===== config.mk =====
export PLATFORM = sky130hd
export DESIGN_NAME = fp_wb_round_receiver
export DESIGN_NICKNAME = d
export VERILOG_FILES = /design/src/rtl/fpu_types.sv /design/src/rtl/fp_round_incr.sv /design/src/rtl/fp_wb_round_receiver.sv
export SDC_FILE = /design/constraint.sdc
export NUM_CORES = 1
export LEC_CHECK = 0
export ABC_AREA = 1
export ABC_CLOCK_PERIOD_IN_PS = 8900
export CAP_MARGIN = 5
export CORE_MARGIN = 2
export CORE_UTILIZATION = 40
export CTS_CLUSTER_DIAMETER = 40
export DETAILED_ROUTE_END_ITERATION = 16
export GPL_TIMING_DRIVEN = 0
export PLACE_DENSITY = 0.7
export SKIP_LAST_GASP = 1
export SYNTH_ARGS = -nofsm -noshare
export SYNTH_HDL_FRONTEND = slang
export SYNTH_SLANG_ARGS = --single-unit

===== constraint.sdc =====
create_clock -name clk -period 8.9 [get_ports clk]
set_input_delay 0.89 -clock clk [delete_from_list [all_inputs] [get_ports clk]]
set_output_delay 0.89 -clock clk [all_outputs]
set_load 0.05 [all_outputs]

===== src/rtl/fpu_types.sv =====
// -----------------------------------------------------------------------------
// fpu_types
// Shared FP types for the intermediate writeback path.
//   - fp_wb_intermediate_t : pre-rounded result handed from the arithmetic
//                            units to the writeback round receiver
//   - RM_* constants       : IEEE-754 rounding-mode encodings
//   - FF_* constants       : bit positions inside fflags {NV,DZ,OF,UF,NX}
// No ports (package).
// -----------------------------------------------------------------------------
package fpu_types;

   localparam int FLEN      = 64;   // double format {sign, exp[10:0], mant[51:0]}
   localparam int ID_W      = 3;    // instruction id width
   localparam int GRS_WIDTH = 4;    // guard, round, and two sticky source bits

   localparam logic [2:0] RM_RNE = 3'b000;
   localparam logic [2:0] RM_RTZ = 3'b001;
   localparam logic [2:0] RM_RDN = 3'b010;
   localparam logic [2:0] RM_RUP = 3'b011;
   localparam logic [2:0] RM_RMM = 3'b100;

   localparam int FF_NX = 0;
   localparam int FF_UF = 1;
   localparam int FF_OF = 2;
   localparam int FF_DZ = 3;
   localparam int FF_NV = 4;

   typedef struct packed {
      logic [ID_W-1:0]      id;
      logic [FLEN-1:0]      rd;
      logic                 expo_overflow;
      logic [4:0]           fflags;
      logic [2:0]           rm;
      logic [GRS_WIDTH-1:0] grs;
      logic                 ignore_max_expo;
      logic                 d2s;
   } fp_wb_intermediate_t;

endpackage


===== src/rtl/fp_round_incr.sv =====
// -----------------------------------------------------------------------------
// fp_round_incr
// Combinational IEEE-754 rounding of a pre-rounded result: round-increment,
// overflow detection and Inf / max-finite substitution.
// Ports:
//   rd              in  FLEN       pre-rounded value (single lives in rd[31:0])
//   grs             in  GRS_WIDTH  guard, round, sticky bits (MSB first)
//   rm              in  3          rounding mode (101-111 behave as RNE)
//   d2s             in  1          1: single-precision result, NaN-boxed
//   expo_overflow   in  1          upstream already detected overflow
//   ignore_max_expo in  1          do not treat an all-ones exponent as overflow
//   result          out FLEN       rounded value
//   of, nx          out 1          overflow / inexact raised by rounding
// -----------------------------------------------------------------------------
module fp_round_incr
   import fpu_types::*;
(
   input  logic [FLEN-1:0]      rd,
   input  logic [GRS_WIDTH-1:0] grs,
   input  logic [2:0]           rm,
   input  logic                 d2s,
   input  logic                 expo_overflow,
   input  logic                 ignore_max_expo,
   output logic [FLEN-1:0]      result,
   output logic                 of,
   output logic                 nx
);

   logic        g, r, s, sign, inc, ovf, to_inf;
   logic [2:0]  rm_eff;
   logic [62:0] dbl_sum;
   logic [30:0] sgl_sum;

   assign g      = grs[GRS_WIDTH-1];
   assign r      = grs[GRS_WIDTH-2];
   assign s      = |grs[GRS_WIDTH-3:0];
   assign sign   = d2s ? rd[31] : rd[63];
   assign rm_eff = (rm > RM_RMM) ? RM_RNE : rm;

   always_comb begin
      inc = 1'b0;
      case (rm_eff)
         RM_RNE:  inc = g & (r | s | rd[0]);
         RM_RTZ:  inc = 1'b0;
         RM_RDN:  inc = sign & (g | r | s);
         RM_RUP:  inc = ~sign & (g | r | s);
         RM_RMM:  inc = g;
         default: inc = 1'b0;
      endcase
   end

   // Adding over {exp,mant} lets a mantissa carry ripple into the exponent.
   assign dbl_sum = rd[62:0] + {62'd0, inc};
   assign sgl_sum = rd[30:0] + {30'd0, inc};

   assign ovf = expo_overflow |
                (~ignore_max_expo & (d2s ? (&sgl_sum[30:23]) : (&dbl_sum[62:52])));

   // Modes that round away from zero in the direction of the sign give Inf;
   // the rest saturate to the largest finite magnitude.
   assign to_inf = (rm_eff == RM_RNE) | (rm_eff == RM_RMM) |
                   ((rm_eff == RM_RUP) & ~sign) | ((rm_eff == RM_RDN) & sign);

   always_comb begin
      result = '0;
      if (d2s) begin
         if (ovf)
            result = {32'hFFFF_FFFF, sign,
                      (to_inf ? {8'hFF, 23'd0} : {8'hFE, {23{1'b1}}})};
         else
            result = {32'hFFFF_FFFF, sign, sgl_sum};
      end else begin
         if (ovf)
            result = {sign, (to_inf ? {11'h7FF, 52'd0} : {11'h7FE, {52{1'b1}}})};
         else
            result = {sign, dbl_sum};
      end
   end

   assign of = ovf;
   assign nx = g | r | s | ovf;

endmodule


===== src/rtl/fp_wb_round_receiver.sv =====
// -----------------------------------------------------------------------------
// fp_wb_round_receiver
// Receiving end of the FP intermediate writeback interface. Pre-rounded
// results are accepted on done/ack, buffered in a small FIFO, rounded, and
// presented to writeback through an output register on valid/ready.
//
// Optional build macro: FP_WB_BYPASS_EN
//   defined   : an acked input goes straight into the output register when
//               the FIFO is empty and the register can load (1-cycle latency)
//   undefined : every result passes through the FIFO (2-cycle latency)
//
// Ports:
//   clk         in   1        clock
//   rst         in   1        asynchronous, active-low reset
//   in_done     in   1        upstream intermediate result present
//   in_ack      out  1        result consumed this cycle
//   in_data     in   struct   fp_wb_intermediate_t
//   out_valid   out  1        rounded result available
//   out_ready   in   1        writeback accepts result
//   out_id      out  ID_W     instruction id
//   out_rd      out  FLEN     rounded result, NaN-boxed when single
//   out_fflags  out  5        accumulated flags {NV,DZ,OF,UF,NX}
//
// Handshakes: upstream holds in_done and in_data until it sees in_ack; a
// transfer happens on the clock edge where in_ack=1. Downstream, out_valid
// and the out_* payload stay stable until the edge where out_valid &
// out_ready, which is the transfer edge.
// -----------------------------------------------------------------------------
module fp_wb_round_receiver
   import fpu_types::*;
#(
   parameter int FIFO_DEPTH = 2
)(
   input  logic                clk,
   input  logic                rst,
   input  logic                in_done,
   output logic                in_ack,
   input  fp_wb_intermediate_t in_data,
   output logic                out_valid,
   input  logic                out_ready,
   output logic [ID_W-1:0]     out_id,
   output logic [FLEN-1:0]     out_rd,
   output logic [4:0]          out_fflags
);

   localparam int AW = $clog2(FIFO_DEPTH);
   localparam int PW = AW + 1;

   fp_wb_intermediate_t mem [FIFO_DEPTH];
   fp_wb_intermediate_t src;
   logic [PW-1:0]       wr_ptr, rd_ptr;
   logic                full, empty, can_load, push, pop, bypass, load;
   logic [FLEN-1:0]     rnd_result;
   logic                rnd_of, rnd_nx;

   // Extra pointer MSB separates full from empty when the index bits match.
   assign full     = (wr_ptr[AW] != rd_ptr[AW]) && (wr_ptr[AW-1:0] == rd_ptr[AW-1:0]);
   assign empty    = (wr_ptr == rd_ptr);
   // Ack looks at the pre-pop state, so a full FIFO refuses even while popping.
   assign in_ack   = rst & in_done & ~full;
   assign can_load = ~out_valid | out_ready;

`ifdef FP_WB_BYPASS_EN
   assign bypass = empty & can_load & in_ack;
   assign src    = empty ? in_data : mem[rd_ptr[AW-1:0]];
`else
   assign bypass = 1'b0;
   assign src    = mem[rd_ptr[AW-1:0]];
`endif

   assign push = in_ack & ~bypass;
   assign pop  = ~empty & can_load;
   assign load = pop | bypass;

   fp_round_incr u_round (
      .rd              (src.rd),
      .grs             (src.grs),
      .rm              (src.rm),
      .d2s             (src.d2s),
      .expo_overflow   (src.expo_overflow),
      .ignore_max_expo (src.ignore_max_expo),
      .result          (rnd_result),
      .of              (rnd_of),
      .nx              (rnd_nx)
   );

   always_ff @(posedge clk) begin
      if (push)
         mem[wr_ptr[AW-1:0]] <= in_data;
   end

   always_ff @(posedge clk or negedge rst) begin
      if (!rst) begin
         wr_ptr     <= '0;
         rd_ptr     <= '0;
         out_valid  <= 1'b0;
         out_id     <= '0;
         out_rd     <= '0;
         out_fflags <= '0;
      end else begin
         if (push)
            wr_ptr <= wr_ptr + PW'(1);
         if (pop)
            rd_ptr <= rd_ptr + PW'(1);
         if (load) begin
            out_valid  <= 1'b1;
            out_id     <= src.id;
            out_rd     <= rnd_result;
            out_fflags <= src.fflags | {2'b00, rnd_of, 1'b0, rnd_nx};
         end else if (out_ready) begin
            out_valid  <= 1'b0;
         end
      end
   end

endmodule


==> run summary <==
Status -> finished, final reports clean
Mux contribution to synthesized area -> 0.00498
Tot GR Track Use -> 0.229
Clk slew on worst S/H paths -> 0.06 ns
Synth Area in Simple Gates -> 0.267
Placer's final routability congestion estimate -> 0.924
R2R Path Start -> rd_ptr[0]
Nature of the critical path startpoint -> flop
Pwr Total -> 6.09 mW
Psw -> 2.73 mW
Hold buffers post-CTS -> 0
Fin util -> 0.526
Vias in the first global route -> 9935
Routed vias/inst -> 4.93
Pre-antenna DRT Iters -> 7
Buf/Inv on CP -> 7
Crit path capture type -> flop
XOR/XNOR Fraction of Synth Area -> 0.0254
# Max-Cap Violations -> 0
Leakage -> 6.54 nW
Post-CTS sizing -> 0
RSZ-0062 raised after global routing -> no
Routed wl met3 -> 2640 um
Maximum clock path buffer count -> 3
Register Area -> 0.00685 mm2
Number of DRC markers in iteration 0 -> 739
Filler cell count -> 2710
Syn Nets -> 1521
Worst-margin pin slew -> 0.791 ns
Seq/Total Area, Yosys -> 0.568
Switching portion of total power -> 0.448
CTS buffer count -> 37
CTS tree -> built
Top Layer Used -> met4
Post-layout minimum cycle time -> 6.12 ns
Area grow syn2layout -> 29.6%
Worst Path Arrival -> 6.51 ns
Max incr delay on CP -> 0.66 ns
Gate power share -> 0.480
Post-Synth Adder-Cell Area -> 0.00415
Initial antenna violation count -> 0
Antenna violation net count after detailed routing -> 0
Family with the most delay on the worst path -> simple AND/OR/NAND/NOR gates
FMAX -> 163 MHz
Clock power frac -> 0.249
CTS root buffer -> clkbuf_16
FP Rows -> 63
Yosys warning total -> 0
Min Hold Slack -> 0.226 ns
Hold WC Path Type -> input port to asynchronous set/reset pin
DRC -> 0
Crit-path max FO -> 10
Share of layout cells above drive strength 1 -> 0.0805
Cell Int Power -> 3.36 mW
Routed WL -> 35600 um
ANT cells -> 0
Grt ovf -> 0
Syn Area/Cell -> 8.44 um2
Area taken by multi-input logic gates -> 0.00435 mm2
Vias -> 10100
Global-route wire length before repair -> 54400 um
Post-synth cell types -> 39
Met1 wire length -> 16000 um
Clock sinks -> 241
Die height -> 178 um
Sequential Power Share -> 0.271
IO Count -> 160
Largest net degree at the start of global routing -> 67
Slew headroom -> 0.468
Met2 Wirelength -> 16100 um
Post-DP HPWL -> 27900 um
Post-Syn Instances -> 1431
Setup Buffers After CTS -> 0
Slew Limit Fails -> 0
Number of port buffers -> 159
Die X -> 178 um
Synthesized flop and latch total -> 241
Worst Setup SP -> rd_ptr[0]
Avg WL per Cell -> 17.3 um
Cell Pwr Density -> 389 mW/mm2
Crit path kind -> flop to flop
Nets@finish -> 1726
Die area -> 0.0316 mm2
Hold Vio Cnt, Final -> 0
WP data required -> 9.30 ns
Synth Area in Compound Gates -> 0.0576
CORE AREA -> 0.0297 mm2
Largest family of logic cells by synthesized area -> simple AND/OR/NAND/NOR gates
Initial Utilization -> 0.406
Synth Cell Area -> 0.0121 mm2
CTS H-Tree Depth -> 2
Crit path max-delay cell type -> o32ai_1
Setup Skew -> 0.0187 ns
Worst-Skew Late Latency -> 0.52 ns
Fin crit share -> 0.687
Final setup violation count -> 0
Worst VDD drop -> 185 uV
[cell usage after synthesis]
| cell | count | area (um2) |
|---|---|---|
| edfxtp_1 | 164 | 4920 |
| nor4b_1 | 1 | 8.76 |
| clkinv_1 | 3 | 11.3 |
| nor2_4 | 1 | 11.3 |
| clkbuf_1 | 14 | 52.6 |
| o21ai_0 | 37 | 185 |
| o21a_1 | 1 | 7.51 |
| nand2_4 | 1 | 11.3 |
| nor4_1 | 3 | 18.8 |
| buf_6 | 8 | 90.1 |
| o22ai_1 | 10 | 62.6 |
| mux2i_1 | 6 | 60.1 |
| nand2_1 | 476 | 1790 |
| or2_1 | 1 | 6.26 |
| or2_2 | 2 | 12.5 |
| ha_1 | 4 | 50.1 |
| xor2_1 | 34 | 298 |
| o21ai_1 | 52 | 260 |
| o32ai_1 | 1 | 8.76 |
| nor2_2 | 13 | 81.3 |
| inv_1 | 153 | 574 |
| nor3b_1 | 2 | 15.0 |
| a21oi_1 | 19 | 95.1 |
| nor2_1 | 230 | 863 |
| or4_1 | 1 | 7.51 |
| dfrtp_1 | 77 | 1930 |
| buf_1 | 1 | 3.75 |
| o41ai_1 | 1 | 8.76 |
| nor3_1 | 8 | 40.0 |
| nand3_2 | 2 | 20.0 |
| o21ai_2 | 2 | 17.5 |
| inv_2 | 9 | 33.8 |
| xnor2_1 | 1 | 8.76 |
| nand2_2 | 5 | 31.3 |
| buf_4 | 7 | 52.6 |
| nand3_1 | 51 | 255 |
| nand4_1 | 8 | 50.1 |
| buf_2 | 14 | 70.1 |
| a31oi_1 | 8 | 50.1 |
[state kept, by name (all words and copies together) (netlist names)]
register / cells
mem: 164
out_rd: 64
out_fflags: 5
out_id: 3
rd_ptr: 2
wr_ptr: 2
out_valid: 1
[cells in the final DEF, fill, tap and decap left out, types with 6 or more instances in the layout]
cell type,n
nor2_1,228
inv_2,9
nand3_1,51
nor2_2,13
xor2_1,34
o21ai_0,37
mux2i_1,6
inv_1,153
buf_4,8
nor3_1,8
nand4_1,8
o22ai_1,10
a31oi_1,8
nand2_1,476
clkbuf_16,40
dfrtp_1,77
edfxtp_1,164
clkdlybuf4s50_1,158
o21ai_1,52
buf_6,8
buf_2,14
clkbuf_1,19
a21oi_1,19
[layout make-up]
cell class	count	share of cell area
Multi-Input combinational cell	981	0.278
Sequential cell	241	0.438
Buffer	44	0.0172
Inverter	165	0.0396
Tap cell	390	0.0312
Clock inverter	21	0.0181
Clock buffer	46	0.0661
Timing Repair Buffer	166	0.112
[path summary, 6_finish.rpt]
path | slack, ns | depth (start not counted) | end
setup / recovery | 2.78 | 29 | out_rd[52]
hold / removal | 0.23 | 1 | out_rd[5]
setup reg to reg | 2.78 | 29 | out_rd[52]
hold reg to reg | 0.48 | 2 | out_rd[36]
max in group asynchronous | 8.07 | 2 | out_rd[23]
min in group clk | 0.48 | 2 | out_rd[36]
[kinds of logic after synthesis]
| kind of cell | after synthesis |
|---|---|
| AO/OA/AOI/OAI | 131 |
| XOR/XNOR | 35 |
| adder cells (fa/ha/maj) | 4 |
| buffers and inverters | 209 |
| flip-flops | 241 |
| multiplexers | 6 |
| AND/OR/NAND/NOR | 805 |
[routing by layer]
metal	up-vias	global-route usage
met3	67	0.0424
met4	0	0.0652
li1	4987	-
met1	4682	0.317
met5	-	0
met2	381	0.367
[power by group through the flow]
stage	registers [mW]	logic (mW)	clock network (mW)
after floorplan	2.17	1.41	0
after global placement	1.70	2.83	0
after detailed placement	1.68	2.90	0
after CTS	1.66	2.92	1.53
after global routing	1.68	3.20	1.59
final	1.65	2.92	1.52
[through the flow]
step,setup TNS (ns),instance area (um2),setup slack [ns],std cells
after floorplan,0,12100,3.62,1431
after global placement,-276.69,14200,-1.72,1980
after detailed placement,0,14300,2.80,1987
after CTS,0,15600,2.79,2054
after global routing,0,15600,2.35,2054
final,0,15600,2.78,2054
No activity file was read; power rests on OpenSTA's default activity.
==> RTL change 1, RTL diff (same settings) <==
Build with the macro `FP_WB_BYPASS_EN` defined.
--- a/src/rtl/fp_wb_round_receiver.sv
+++ b/src/rtl/fp_wb_round_receiver.sv
@@ -28,2 +28,4 @@
 // -----------------------------------------------------------------------------
+`define FP_WB_BYPASS_EN
+
 module fp_wb_round_receiver
Check against the original RTL: not equivalent (Yosys sat finds a counterexample within 4 cycles, from zero or initial values and one cycle with rst low).
==> RTL change 1 against the original RTL <==
  * Worst hold slack got worse by 48 ps
  * Power increased by 19%
  * Worst setup slack got worse by 300 ps
  * Sequential cell count unchanged
  * Via count increased by 8.8%
  * Area after synthesis increased by 4.1%
  * Wire length increased by 9.9%
  * Final area increased by 2.7%
  * Critical endpoint is now out_rd[20]$_DFFE_PN0P_
  * Highest routed layer unchanged
==> RTL change 1: results (changes against the original RTL) <==
** Status
- The flow ran to the end, and the final reports show no timing, DRC or antenna violations.

** Worst setup path
- The number of cells traversed by the worst register-to-register path was 32 (+10%).
- The setup slack of the most critical reg-to-reg path is 2490 ps (-300 ps).
- Slowest Stage Delay on Critical Path :: 430 ps (-230 ps)
- In this run the critical register-to-register path is captured at out_rd[20]$_DFFE_PN0P_.
- WP data arrival :: 6810 ps (+300 ps)
- Crit path max-delay cell type :: dfrtp_1

** Placed design
- DP HPWL :: 29.9 mm (+7.1%)
- The worst slack after detailed placement is 2560 ps (-243 ps).
- Routability cong. :: 0.946 (+2.4%)
- Area post-placement :: 14800 µm² (+3.1%)
- The count of input and output buffers came to 159 (unchanged).

** STA
- The worst hold slack after final layout came to 177 ps (-48.2 ps).
- The actual transition at the worst max-transition pin is 929 ps (+139 ps).
- The post-route clock skew is 14.3 ps (-4.43 ps).

** Global route
- The number of global-route vias before repair was 10700 (+8.0%).
- Maximum number of pins on one net before global-route repair :: 74 (+10%)
- The first-pass GRT wire length came to 60.1 mm (+10%).
- The number of antenna violations at the first check in global routing was 0 (unchanged).
- The total global routing track utilization was 0.237 (+0.00866).

** Power and ir drop
- The worst vdd rail ir drop was 184 µV (-0.92%).
- Cell leakage power :: 6.48 nW (-0.89%)

** Yosys
- Xor and xnor fraction of the mapped netlist area :: 0.0223 (-0.00309)
- Number of synthesized flops with an enable pin :: 164 (unchanged)
- The number of nets produced by synthesis came to 1589 (+4.5%).
- In the synthesized netlist, the cells that appear most often are nand2_1 (445), nor2_1 (230), edfxtp_1 (164), inv_1 (118), o21ai_0 (98).
- Cell types with the largest area share after synthesis :: edfxtp_1 (39%), dfrtp_1 (15%), nand2_1 (13%), nor2_1 (6.9%), o21ai_0 (3.9%)
- Post-Synth Adder-Cell Area :: 0.00398 (-0.000163)
- The post-synthesis compound-gate area fraction was 0.0832 (+0.0256).
- The mux share of post-synthesis cell area came to 0 (-0.00498).
- Fraction of synthesis flops using an asynchronous set or reset pin :: 0.320 (unchanged)
- The count of different cell masters after synthesis came to 39 (unchanged).
- Among all flip-flop cells after synthesis, the most frequent one is edfxtp_1.
- Share of the yosys chip area belonging to registers :: 0.545 (-0.0224)

** Finish
- The number of filler instances in the final layout is 2882 (+6.3%).
- Diode count :: 0 (unchanged)
- The proportion of layout cells with a drive suffix above 1 is 0.0844 (+0.00386).
- The final net count is 1792 (+3.8%).

** Route
- The length of the first detailed-routing pass in iterations was 5 (-2).
- The count of routing violations after the opening detailed-route iteration was 992 (+34%).
- Via-per-instance ratio :: 5.18 (+5.1%)
- The final routed wirelength across all metal layers is 39.2 mm (+9.9%).

** Hold path
- Worst hold-check path type :: input pin to asynchronous set/reset pin

** CTS
- The number of resized instances in the post-cts repair step came to 0 (unchanged).
- The number of buffers created by CTS is 37 (unchanged).
- The insertion delay to the later sink of the worst-skew pair came to 520 ps (about the same).
- The buffer levels on the longest clock path was 3 (unchanged).
[RTL change 1: worst max-delay path by stage]
| stage | startpoint | endpoint | slack (ps) | cells after the start |
|---|---|---|---|---|
| 6_report | rd_ptr[0]$_DFFE_PN0P_ | out_rd[20]$_DFFE_PN0P_ | 2490 | 32 |
| 5_1_grt | rd_ptr[0]$_DFFE_PN0P_ | out_rd[20]$_DFFE_PN0P_ | 2010 | 32 |
| 4_1_cts | rd_ptr[0]$_DFFE_PN0P_ | out_rd[17]$_DFFE_PN0P_ | 2530 | 31 |
| 3_5_place_dp | rd_ptr[0]$_DFFE_PN0P_ | out_rd[20]$_DFFE_PN0P_ | 2560 | 31 |
| 3_3_place_gp | rst | mem[1][62]$_DFFE_PP_ | -2130 | 5 |
| 2_1_floorplan | rst | mem[1][0]$_DFFE_PP_ | 2800 | 4 |
[RTL change 1: area by class of cell]
cell class	count	area [µm²]	share of cell area
flip-flops and latches	241	6850	0.426
clock buffers	46	1080	0.0670
repair buffers	164	1700	0.106
clock inverters	21	221	0.0138
multi-input cells	1072	4930	0.307
inverters	124	465	0.0290
plain buffers	62	332	0.0206
well taps	396	495	0.0308
[RTL change 1: stage by stage]
step | total power, mW | instances
after floorplan | 4.36 | 1499
after global placement | 5.66 | 2054
after detailed placement | 5.71 | 2059
after CTS | 7.22 | 2126
after global routing | 7.68 | 2126
final | 7.24 | 2126
[RTL change 1: worst reg2reg max path, delay by kind of cell (launching register included)]
kind            cells  cell delay [ps]
compound gates      4              800
fa+ha+maj           2              470
buf+inv             6             1910
flops               1              430
simple gates       20             2690
[RTL change 1: routing by layer]
metal / global-route usage / vias to the layer above / share of wire
met2: 0.391 / 386 / 0.47
met3: 0.0373 / 71 / 0.062
met5: 0 / - / 0
met4: 0.0706 / 0 / 0.025
li1: - / 5322 / -
met1: 0.323 / 5226 / 0.44
[RTL change 1: logic make-up (layout without fill, tap and decap cells)]
group	after synthesis	after routing
xor gates and xnor gates	32	32
buffers and inverters	186	417
AOI/OAI and AO/OA	197	197
adders and majority gates	4	4
and+or+nand+nor	839	839
DFF	241	241
[RTL change 1: where the power goes]
group	total, mW	switching, mW	internal (mW)
clock network	1.49	0.536	0.956
logic	4.07	2.90	1.17
registers	1.67	0.154	1.52
==> RTL change 2, RTL diff (config.mk and constraints unchanged) <==
Made on the original files. Reset style: synchronous (`rst`), changed in one clocked block. Comments in the files are not updated.
--- a/src/rtl/fp_wb_round_receiver.sv
+++ b/src/rtl/fp_wb_round_receiver.sv
@@ -91,3 +91,3 @@
 
-   always_ff @(posedge clk or negedge rst) begin
+   always_ff @(posedge clk) begin
       if (!rst) begin
Formal check against the unedited RTL: differs if rst is asserted again (counterexample within 4 cycles, from zero or initial values and one cycle with rst low); with rst held inactive, the same outputs for 4 cycles.
==> RTL change 2 against the original RTL <==
  * Core utilization fell by 0.28 points
  * Area after synthesis fell by 2.3%
  * Fmax fell by 1.1%
  * Power fell by 17%
  * Worst setup slack got worse by 67 ps
  * Worst hold slack improved by 240 ps
  * Final area fell by 3.4%
  * Wire length fell by 5.3%
  * Clock power fell by 9.9%
  * Combinational power fell by 25%
  * Sequential cell count rose by 1
==> RTL change 2: results (changes against the original RTL) <==
** Global route
- The total global routing track utilization came to 0.217 (-0.0118).
- The number of antenna violations at the first check in global routing is 0 (unchanged).
- Maximum number of pins on one net before global-route repair :: 45 (-33%)
- The number of global-route vias before repair was 9510 (-4.3%).
- The first-pass GRT wire length was 51.6 mm (-5.2%).

** STA
- Worst-case headroom to the max-slew limit :: 0.399 (-0.0687)
- Clock Skews :: 19.6 ps (+0.880 ps)
- The number of hold-slack violations in the final timing report was 0 (unchanged).

** Route
- The length of the first detailed-routing pass in iterations is 5 (-2).
- The count of routing violations after the opening detailed-route iteration came to 734 (-0.68%).
- Detail-routed net length per standard cell :: 16.8 µm (-3.1%)
- Vias after detailed routing :: 9982 (-1.3%)

** Yosys
- The number of nets produced by synthesis came to 1491 (-2.0%).
- The number of warnings printed during yosys synthesis was 0 (unchanged).
- The number of flops mapped to enable cells by yosys came to 164 (unchanged).
- Yosys attributes the largest share of cell area to edfxtp_1 (42%), nand2_1 (15%), dfxtp_1 (13%), nor2_1 (4.9%), inv_1 (4.6%).
- Ranked by instance count, the synthesized netlist is headed by nand2_1 (472), edfxtp_1 (164), nor2_1 (153), inv_1 (144), dfxtp_1 (78).
- Synth cell types :: 41 (+5.1%)
- Combined area of all synthesized cells :: 11800 µm² (-2.3%)
- The register area share after synthesis was 0.550 (-0.0176).
- The share of async-settable or async-resettable flops after synthesis came to 0 (-0.320).
- Post-Syn Area per Cell :: 8.42 µm² (-0.22%)

** CTS
- Deepest level of the CTS H-tree :: 2 (unchanged)
- Number of buffers created by CTS :: 34 (-8.1%)
- The buffer levels on the longest clock path came to 3 (unchanged).
- The root buffer cell chosen for the clock tree is clkbuf_16.

** Worst setup path
- WP data arrival :: 6590 ps (+80 ps)
- The slowest stage of the critical path is the clkbuf_1 cell.

** Placed design
- I/O Buffers :: 158 (-0.63%)
- Area post-placement :: 13900 µm² (-2.8%)
- DP HPWL :: 26.2 mm (-6.1%)
- Post-Place Cells :: 1946 (-2.1%)
- Routability cong. :: 0.928 (+0.49%)

** Finish
- The number of filler instances in the final layout was 2703 (-0.26%).
- Final net count :: 1688 (-2.2%)
- The non-filler instance count after layout was 2007 (-2.3%).
- Fraction of final layout cells sized beyond drive strength 1 :: 0.0869 (+0.00635)

** Power and ir drop
- The cell-internal power came to 2.92 mW (-13%).
- Cell leakage power :: 6.07 nW (-7.2%)
- Worst VDD drop :: 163 µV (-12%)

** Hold path
- Worst hold-check path type :: register to register

** Status
- Result of the run :: completed
RTL change 2: cell count changes after synthesis, sizes merged, moves of 10 or more:
cell / unedited run / this run
o21ai: 91 / 69
a21oi: 19 / 60
dfxtp: 0 / 78
o22ai: 10 / 0
o221ai: 0 / 11
nand3: 53 / 78
xnor2: 1 / 11
dfrtp: 77 / 0
inv: 162 / 149
nor2: 244 / 165
RTL change 2: final timing paths:
path | startpoint | endpoint | slack, ps
max | register | out_rd[59]$_SDFFE_PN0P_ | 2720
min | out_rd[2]$_SDFFE_PN0P_ | out_rd[2]$_SDFFE_PN0P_ | 470
max reg2reg | register | out_rd[59]$_SDFFE_PN0P_ | 2720
min reg2reg | out_rd[2]$_SDFFE_PN0P_ | out_rd[2]$_SDFFE_PN0P_ | 470
RTL change 2: layer usage:
layer / GRT usage / routed length, µm
met3: 0.0394 / 2490
met5: 0 / 0
met1: 0.299 / 15200
met4: 0.0685 / 991
met2: 0.347 / 15100
RTL change 2: logic make-up after synthesis:
group,after synthesis,synth area share
and+or+nand+nor,747,0.257
adders and majority gates,5,0.00509
muxes,5,0.00424
DFF,242,0.550
AOI/OAI and AO/OA,150,0.0749
buffers and inverters,204,0.0735
xor gates and xnor gates,48,0.0356
RTL change 2: final cells by class:
| cell class | count | share of cell area |
|---|---|---|
| repair buffers | 161 | 0.109 |
| clock buffers | 37 | 0.0590 |
| flip-flops and latches | 242 | 0.429 |
| well taps | 384 | 0.0318 |
| multi-input cells | 955 | 0.294 |
| plain buffers | 52 | 0.0195 |
| clock inverters | 24 | 0.0189 |
| inverters | 152 | 0.0381 |
RTL change 2: stage by stage:
stage,util,setup WS (ps)
finish,0.524,2720
global route,0.524,2350
CTS,0.524,2810
detailed placement,0.483,2850
global placement,0.480,1290
floorplan,-,3710
RTL change 2: power groups by stage:
stage               sequential (mW)  clock (mW)  combinational (mW)
detailed placement             1.55           0                2.17
CTS                            1.52        1.39                2.18
global route                   1.54        1.43                2.36
global placement               1.55           0                2.14
finish                         1.52        1.37                2.19
floorplan                      2.02           0               0.952
RTL change 2: tightest hold or removal path, cell delays in order (launching register included):
cell	delay, ps
dfxtp_1	310
nand2_1	60
a21oi_1	50
